$ cat src/rtl/i2c_slave_regs_if.sv
// ============================================================================
// i2c_slave_regs_if : bus pins and register-bank status of the I2C target
// Revision 1.0
// ============================================================================
`default_nettype none

interface i2c_slave_regs_if;
    logic        scl_in;
    logic        sda_in;
    logic        sda_out;
    logic        sda_select;
    logic        wr_strobe;
    logic [1:0]  wr_index;
    logic [31:0] bank_flat;
    logic        busy;

    modport slave (
        input  scl_in,
        input  sda_in,
        output sda_out,
        output sda_select,
        output wr_strobe,
        output wr_index,
        output bank_flat,
        output busy
    );

    modport master (
        output scl_in,
        output sda_in,
        input  sda_out,
        input  sda_select,
        input  wr_strobe,
        input  wr_index,
        input  bank_flat,
        input  busy
    );
endinterface

`default_nettype wire

$ cat src/rtl/i2c_slave_regs.sv
// ============================================================================
// i2c_slave_regs : I2C target with a 4-byte register bank (pointer + data)
// Optional macro GENERAL_CALL_EN enables general-call reset (byte 0x06).
// Revision 1.0
// ============================================================================
`default_nettype none

module i2c_slave_regs #(
    parameter logic [6:0] SLAVE_ADDRESS = 7'b1011010,
    parameter logic [7:0] REG_RESET     = 8'b11001100
) (
    input  wire logic         clk,
    input  wire logic         rst_,
    i2c_slave_regs_if.slave   bus
);

`ifdef GENERAL_CALL_EN
    localparam bit GC_EN = 1'b1;
`else
    localparam bit GC_EN = 1'b0;
`endif

    typedef enum logic [2:0] {
        S_IDLE, S_ADDR, S_ADDR_ACK, S_RX_PTR, S_RX_DATA, S_TX_BYTE, S_TX_ACK, S_WAIT
    } state_t;

    state_t      state_q;
    logic        scl_s1_q, scl_s2_q, scl_prev_q;
    logic        sda_s1_q, sda_s2_q, sda_prev_q;
    logic [3:0]  bitcnt_q;
    logic [7:0]  shift_q;
    logic [1:0]  ptr_q;
    logic        rw_q, ack_q, rx_ack_q, gc_q, gc_reset_q;
    logic        sda_out_q, sda_select_q, wr_strobe_q, busy_q;
    logic [1:0]  wr_index_q;
    logic [7:0]  bank_q [4];

    logic scl_rise, scl_fall, start_det, stop_det, addr_match, gc_match;

    assign scl_rise   = scl_s2_q & ~scl_prev_q;
    assign scl_fall   = ~scl_s2_q & scl_prev_q;
    assign start_det  = scl_s2_q & scl_prev_q & sda_prev_q & ~sda_s2_q;
    assign stop_det   = scl_s2_q & scl_prev_q & ~sda_prev_q & sda_s2_q;
    assign gc_match   = GC_EN && (shift_q == 8'h00);
    assign addr_match = (shift_q[7:1] == SLAVE_ADDRESS) || gc_match;

    assign bus.sda_out    = sda_out_q;
    assign bus.sda_select = sda_select_q;
    assign bus.wr_strobe  = wr_strobe_q;
    assign bus.wr_index   = wr_index_q;
    assign bus.busy       = busy_q;
    assign bus.bank_flat  = {bank_q[3], bank_q[2], bank_q[1], bank_q[0]};

    always_ff @(posedge clk or posedge rst_) begin
        if (rst_) begin
            state_q      <= S_IDLE;
            scl_s1_q     <= 1'b1;
            scl_s2_q     <= 1'b1;
            scl_prev_q   <= 1'b1;
            sda_s1_q     <= 1'b1;
            sda_s2_q     <= 1'b1;
            sda_prev_q   <= 1'b1;
            bitcnt_q     <= 4'd0;
            shift_q      <= 8'h00;
            ptr_q        <= 2'd0;
            rw_q         <= 1'b0;
            ack_q        <= 1'b0;
            rx_ack_q     <= 1'b0;
            gc_q         <= 1'b0;
            gc_reset_q   <= 1'b0;
            sda_out_q    <= 1'b1;
            sda_select_q <= 1'b0;
            wr_strobe_q  <= 1'b0;
            wr_index_q   <= 2'd0;
            busy_q       <= 1'b0;
            for (int i = 0; i < 4; i++) bank_q[i] <= REG_RESET;
        end else begin
            scl_s1_q   <= bus.scl_in;
            scl_s2_q   <= scl_s1_q;
            scl_prev_q <= scl_s2_q;
            sda_s1_q   <= bus.sda_in;
            sda_s2_q   <= sda_s1_q;
            sda_prev_q <= sda_s2_q;
            wr_strobe_q <= 1'b0;

            // General-call reset lands one clk after its ACK was driven
            if (gc_reset_q) begin
                gc_reset_q  <= 1'b0;
                for (int i = 0; i < 4; i++) bank_q[i] <= REG_RESET;
                ptr_q       <= 2'd0;
                wr_strobe_q <= 1'b1;
                wr_index_q  <= 2'd0;
            end

            if (start_det) begin
                state_q      <= S_ADDR;
                bitcnt_q     <= 4'd0;
                sda_select_q <= 1'b0;
                busy_q       <= 1'b0;
                ack_q        <= 1'b0;
                gc_q         <= 1'b0;
            end else if (stop_det) begin
                state_q      <= S_IDLE;
                sda_select_q <= 1'b0;
                busy_q       <= 1'b0;
                ack_q        <= 1'b0;
                gc_q         <= 1'b0;
            end else begin
                case (state_q)
                    S_ADDR: begin
                        if (scl_rise && bitcnt_q < 4'd8) begin
                            shift_q  <= {shift_q[6:0], sda_s2_q};
                            bitcnt_q <= bitcnt_q + 4'd1;
                        end else if (scl_fall && bitcnt_q == 4'd8) begin
                            if (addr_match && !(gc_match && shift_q[0])) begin
                                sda_select_q <= 1'b1;
                                sda_out_q    <= 1'b0;
                                busy_q       <= 1'b1;
                                rw_q         <= shift_q[0];
                                gc_q         <= gc_match;
                                state_q      <= S_ADDR_ACK;
                            end else begin
                                state_q <= S_IDLE;
                            end
                        end
                    end
                    S_ADDR_ACK: begin
                        if (scl_fall) begin
                            bitcnt_q <= 4'd0;
                            if (rw_q) begin
                                shift_q      <= bank_q[ptr_q];
                                sda_select_q <= ~bank_q[ptr_q][7];
                                sda_out_q    <= 1'b0;
                                state_q      <= S_TX_BYTE;
                            end else begin
                                sda_select_q <= 1'b0;
                                state_q      <= S_RX_PTR;
                            end
                        end
                    end
                    S_RX_PTR, S_RX_DATA: begin
                        if (scl_fall && ack_q) begin
                            sda_select_q <= 1'b0;
                            ack_q        <= 1'b0;
                            bitcnt_q     <= 4'd0;
                            if (gc_q) state_q <= S_WAIT;
                        end else if (scl_rise && !ack_q && bitcnt_q < 4'd8) begin
                            shift_q  <= {shift_q[6:0], sda_s2_q};
                            bitcnt_q <= bitcnt_q + 4'd1;
                        end else if (scl_fall && !ack_q && bitcnt_q == 4'd8) begin
                            sda_select_q <= 1'b1;
                            sda_out_q    <= 1'b0;
                            ack_q        <= 1'b1;
                            if (state_q == S_RX_PTR) begin
                                if (gc_q) begin
                                    gc_reset_q <= (shift_q == 8'h06);
                                end else begin
                                    ptr_q   <= shift_q[1:0];
                                    state_q <= S_RX_DATA;
                                end
                            end else begin
                                bank_q[ptr_q] <= shift_q;
                                wr_strobe_q   <= 1'b1;
                                wr_index_q    <= ptr_q;
                                ptr_q         <= ptr_q + 2'd1;
                            end
                        end
                    end
                    S_TX_BYTE: begin
                        if (scl_rise && bitcnt_q < 4'd8) begin
                            bitcnt_q <= bitcnt_q + 4'd1;
                        end else if (scl_fall && bitcnt_q == 4'd8) begin
                            sda_select_q <= 1'b0;
                            bitcnt_q     <= 4'd0;
                            rx_ack_q     <= 1'b0;
                            state_q      <= S_TX_ACK;
                        end else if (scl_fall && bitcnt_q != 4'd0) begin
                            sda_select_q <= ~shift_q[6];
                            shift_q      <= {shift_q[6:0], 1'b0};
                        end
                    end
                    S_TX_ACK: begin
                        if (scl_rise) begin
                            if (!sda_s2_q) begin
                                ptr_q    <= ptr_q + 2'd1;
                                rx_ack_q <= 1'b1;
                            end else begin
                                state_q <= S_WAIT;
                            end
                        end else if (scl_fall && rx_ack_q) begin
                            shift_q      <= bank_q[ptr_q];
                            sda_select_q <= ~bank_q[ptr_q][7];
                            sda_out_q    <= 1'b0;
                            bitcnt_q     <= 4'd0;
                            state_q      <= S_TX_BYTE;
                        end
                    end
                    S_IDLE, S_WAIT: begin
                    end
                    default: state_q <= S_IDLE;
                endcase
            end
        end
    end

endmodule

`default_nettype wire
$ cat src/flat_wrapper.sv
// flat-port wrapper written by rule: the top's interface ports become plain ports
module i2c_slave_regs_flat 
#(
    parameter logic [6:0] SLAVE_ADDRESS = 7'b1011010,
    parameter logic [7:0] REG_RESET     = 8'b11001100
)
  (clk, rst_, bus_scl_in, bus_sda_in, bus_sda_out, bus_sda_select, bus_wr_strobe, bus_wr_index, bus_bank_flat, bus_busy);
  i2c_slave_regs_if bus_i ();
  input  wire logic clk;
  input  wire logic rst_;
  input wire logic [$bits(bus_i.scl_in)-1:0] bus_scl_in;
  input wire logic [$bits(bus_i.sda_in)-1:0] bus_sda_in;
  output wire logic [$bits(bus_i.sda_out)-1:0] bus_sda_out;
  output wire logic [$bits(bus_i.sda_select)-1:0] bus_sda_select;
  output wire logic [$bits(bus_i.wr_strobe)-1:0] bus_wr_strobe;
  output wire logic [$bits(bus_i.wr_index)-1:0] bus_wr_index;
  output wire logic [$bits(bus_i.bank_flat)-1:0] bus_bank_flat;
  output wire logic [$bits(bus_i.busy)-1:0] bus_busy;
  assign bus_i.scl_in = bus_scl_in;
  assign bus_i.sda_in = bus_sda_in;
  assign bus_sda_out = bus_i.sda_out;
  assign bus_sda_select = bus_i.sda_select;
  assign bus_wr_strobe = bus_i.wr_strobe;
  assign bus_wr_index = bus_i.wr_index;
  assign bus_bank_flat = bus_i.bank_flat;
  assign bus_busy = bus_i.busy;
  i2c_slave_regs #(.SLAVE_ADDRESS(SLAVE_ADDRESS), .REG_RESET(REG_RESET)) u_core (.clk(clk), .rst_(rst_), .bus(bus_i));
endmodule
$ cat config.mk
export PLATFORM = sky130hd
export DESIGN_NAME = i2c_slave_regs_flat
export DESIGN_NICKNAME = d
export VERILOG_FILES = /design/src/rtl/i2c_slave_regs_if.sv /design/src/rtl/i2c_slave_regs.sv /design/src/flat_wrapper.sv
export SDC_FILE = /design/constraint.sdc
export NUM_CORES = 1
export LEC_CHECK = 0
export BUFFER_PORTS_ARGS = -buffer_cell sky130_fd_sc_hd__buf_2
export CAP_MARGIN = 20
export CORE_MARGIN = 1
export CORE_UTILIZATION = 58
export DETAILED_ROUTE_END_ITERATION = 12
export PLACE_DENSITY = 0.92
export REMOVE_ABC_BUFFERS = 1
export SYNTH_ARGS = -nofsm -noshare
export SYNTH_HDL_FRONTEND = slang
export SYNTH_SLANG_ARGS = --single-unit
$ cat constraint.sdc
create_clock -name clk -period 2.6 [get_ports clk]
set_input_delay 0.26 -clock clk [delete_from_list [all_inputs] [get_ports clk]]
set_output_delay 0.26 -clock clk [all_outputs]
set_load 0.05 [all_outputs]
==> results.toml <==
[critical_path]
cp.arrival_ns = 2.53
cp.required_ns = 2.83
cp-start-kind = "register"
r2r_end = "u_core.bus.bank_flat[28]"
cp-end-kind = "register"
critPathMaxFanout = 8
criticalPathCategory = "register to register"
ff2ff_setup_slack_ns = 0.31
reg2reg_depth = 5
cp-startpoint = "u_core.state_q[1]"
r2r_start = "u_core.state_q[1]"

[drt]
drcViolationCount = 0
wl_met2_um = 4180
drtPass1Iterations = 5
route.met3.wl_um = 861
m1WireLength_um = 3650
drt_iter0_markers = 412
drt-total-wl_um = 8930
dr_total_vias = 2930
highest_layer = "met4"
vias_per_cell = 6.37
avgRoutedWirePerCell_um = 19.4
antenna_left = 0

[power_and_ir_drop]
power_density_nw_per_um2 = 539
p_int_mw = 1.64
power_frac_seq_pct = 48.8
p_comb_share_pct = 6.2
p_leak_nw = 1.92
switching_share_pct = 24.7
p_clk_share_pct = 45.0
power.switching_uw = 539
peakVddDrop_v = 0.000493
power_mw = 2.18

[timing]
rsz0062_at_grt = "false"
setup-tns-final_ns = 0
finalWorstSetupSlack_ns = 0.307
fmaxAchievable_mhz = 436
hold-worst-slack_ns = -0.0158
finalMaxSlewViolations = 0
layout_min_cycle_time_ns = 2.29
finalHoldViolations = 16
period_share_pct = 88.2
skew_ns = 0.0136
setup_viol = 0
worst_pin_slew_ns = 0.626
maxSlewHeadroom_pct = 58.2

[floorplan]
start_util_pct = 61.3
die_h_um = 79.0
io_pins = 42
core_um2 = 5610
rows = 27
die_area_um2 = 6240
die_x_um = 79.0

[run]
cap_violations = 0

[yosys]
synth_area_um2 = 3440
yosys.cell_types.count = 48
ys_warn_count = 0
yosysTopAreaCell = "dfrtp_1"
synthFlopType = "dfrtp_1"
synth_edf_count = 0
synth-seq-cells = 64
syn_avg_cell_area_um2 = 10.5
netlist.area_leader.share_pct = 29.9
synth.yosys.seq_area_share_pct = 47.5
async_reset_ff_share_pct = 100
syn_inst = 327
ys_top_cells_by_area = "dfrtp_1 30%, dfstp_2 18%, mux2_2 13%"
netlist_top_cells_count = "47 x nand2_1, 41 x dfrtp_1, 41 x mux2_2"
yosysMostFrequentCell = "nand2_1"

[min_path]
holdCritPathClass = "primary input to asynchronous set/reset pin"

[placed_design]
dp_hpwl_um = 6100
place_congestion = 0.974
place_ws_ns = 0.300
dp.cells = 443
port_buffers = 41

[outcome]
failed_checks = "negative hold slack"
outcome = "finished with violations"

[clock_network]
numCtsBuffers = 9
htree_num_levels = 3
cts_tree = "built"
cts.clk_slew.worst_paths_ns = 0.08
clock_latency_ns = 0.35
root_buffer = "clkbuf_8"
post_cts_resized = 0
clkSinkCount = 64
clock_path_buffers = 2

[layout]
diodes = 0
drive_above_1_share_pct = 39.7
area_growth_pct = 17.8
nets = 393
fillers = 390
fin_cells = 460

[global_routing]
track_usage_pct = 30.8
grt_pass1_vias = 2740
grt_max_degree = 32
grt_pass1_wl_um = 14200
grt.overflow.total = 0
antenna_found_initial = 0
-- power groups by stage --
stage | clock network (mW) | registers [mW] | logic [mW]
2_1_floorplan | 0 | 1.07 | 0.0863
5_1_grt | 1.03 | 1.07 | 0.154
6_report | 0.982 | 1.06 | 0.135
3_5_place_dp | 0 | 1.08 | 0.130
3_3_place_gp | 0 | 1.08 | 0.124
4_1_cts | 0.986 | 1.06 | 0.132
-- worst max-delay path: stages, from the launching register on --
cell	delay, ns
dfrtp_1	0.38
or3b_1	0.38
and2_0	0.26
nor4_4	0.52
nand2_2	0.27
mux2_1	0.37
-- cell families after synthesis --
kind of cell / synth area share (%)
AOI/OAI and AO/OA: 10.9
xor gates and xnor gates: 0.255
adders and majority gates: 2.18
buffers and inverters: 2.84
DFF: 47.5
muxes: 19.3
and+or+nand+nor: 17.1
-- metal layers --
layer	global-route usage, %	vias to the layer above
li1	-	1282
met1	43.4	1431
met2	46.6	190
met3	5.86	27
met4	13.6	0
met5	0	-
-- repair_timing --
item	in CTS	in global routing
setup buffers	0	0
hold buffers	0	1
hold endpoints to repair	0	1
-- worst max-delay path by stage --
stage                                     to  slack, ns  cells past startpoint
floorplan           u_core.bus.bank_flat[12]       0.20                      5
detailed placement  u_core.bus.bank_flat[28]       0.30                      5
global placement    u_core.bus.bank_flat[12]       0.44                      5
global route                 u_core.ptr_q[0]       0.20                      8
CTS                 u_core.bus.bank_flat[28]       0.31                      5
finish              u_core.bus.bank_flat[28]       0.31                      5
-- area by class of cell --
| cell class | instances | area, um^2 | area share, % |
|---|---|---|---|
| Clock buffer | 10 | 138 | 3.40 |
| Clock inverter | 6 | 90.1 | 2.23 |
| Inverter | 11 | 41.3 | 1.02 |
| Multi-Input combinational cell | 237 | 1710 | 42.2 |
| Sequential cell | 64 | 1630 | 40.3 |
| Tap cell | 72 | 90.1 | 2.23 |
| Timing Repair Buffer | 60 | 350 | 8.66 |
-- metrics by stage --
| stage | utilization, % | cell area [um^2] |
|---|---|---|
| CTS | 72.0 | 4040 |
| finish | 72.2 | 4050 |
| global placement | 67.9 | 3810 |
| global route | 72.2 | 4050 |
| floorplan | - | 3380 |
| detailed placement | 67.9 | 3810 |
-- flip-flops by register name, indices dropped and copies added, names as in the netlist --
register / flops
u_core.ack_q: 1
u_core.scl_prev_q: 1
u_core.sda_prev_q: 1
u_core.sda_s2_q: 1
u_core.rx_ack_q: 1
u_core.ptr_q: 2
u_core.state_q: 3
u_core.bus.wr_strobe: 1
u_core.rw_q: 1
u_core.bus.sda_out: 1
u_core.bus.busy: 1
u_core.bus.bank_flat: 32
u_core.scl_s1_q: 1
u_core.bitcnt_q: 4
u_core.bus.sda_select: 1
u_core.bus.wr_index: 2
u_core.sda_s1_q: 1
u_core.shift_q: 8
u_core.scl_s2_q: 1
-- cells in the final DEF (no fill, tap or decap), types with 2 or more instances in the layout --
| cell type | n |
|---|---|
| nand2b_1 | 5 |
| ha_1 | 6 |
| nand2_2 | 4 |
| nor2b_1 | 6 |
| a2bb2oi_1 | 2 |
| a32oi_1 | 2 |
| nor3_1 | 4 |
| clkbuf_8 | 10 |
| o21a_1 | 2 |
| buf_4 | 18 |
| a211oi_1 | 2 |
| mux4_2 | 8 |
| a21boi_0 | 2 |
| o31ai_1 | 2 |
| nand3b_1 | 4 |
| o21bai_1 | 2 |
| and3b_1 | 2 |
| mux2_2 | 41 |
| nand2_1 | 47 |
| bufinv_16 | 2 |
| dfstp_2 | 23 |
| nand3_1 | 8 |
| a21oi_1 | 15 |
| o22ai_1 | 2 |
| mux2_1 | 2 |
| o21ai_0 | 17 |
| buf_2 | 41 |
| o211ai_1 | 2 |
| nor4_1 | 2 |
| dfrtp_1 | 41 |
| a31oi_1 | 4 |
| or3_1 | 3 |
| inv_1 | 10 |
| nor2_1 | 25 |
Note: power is estimated with default switching activity, not from simulation.
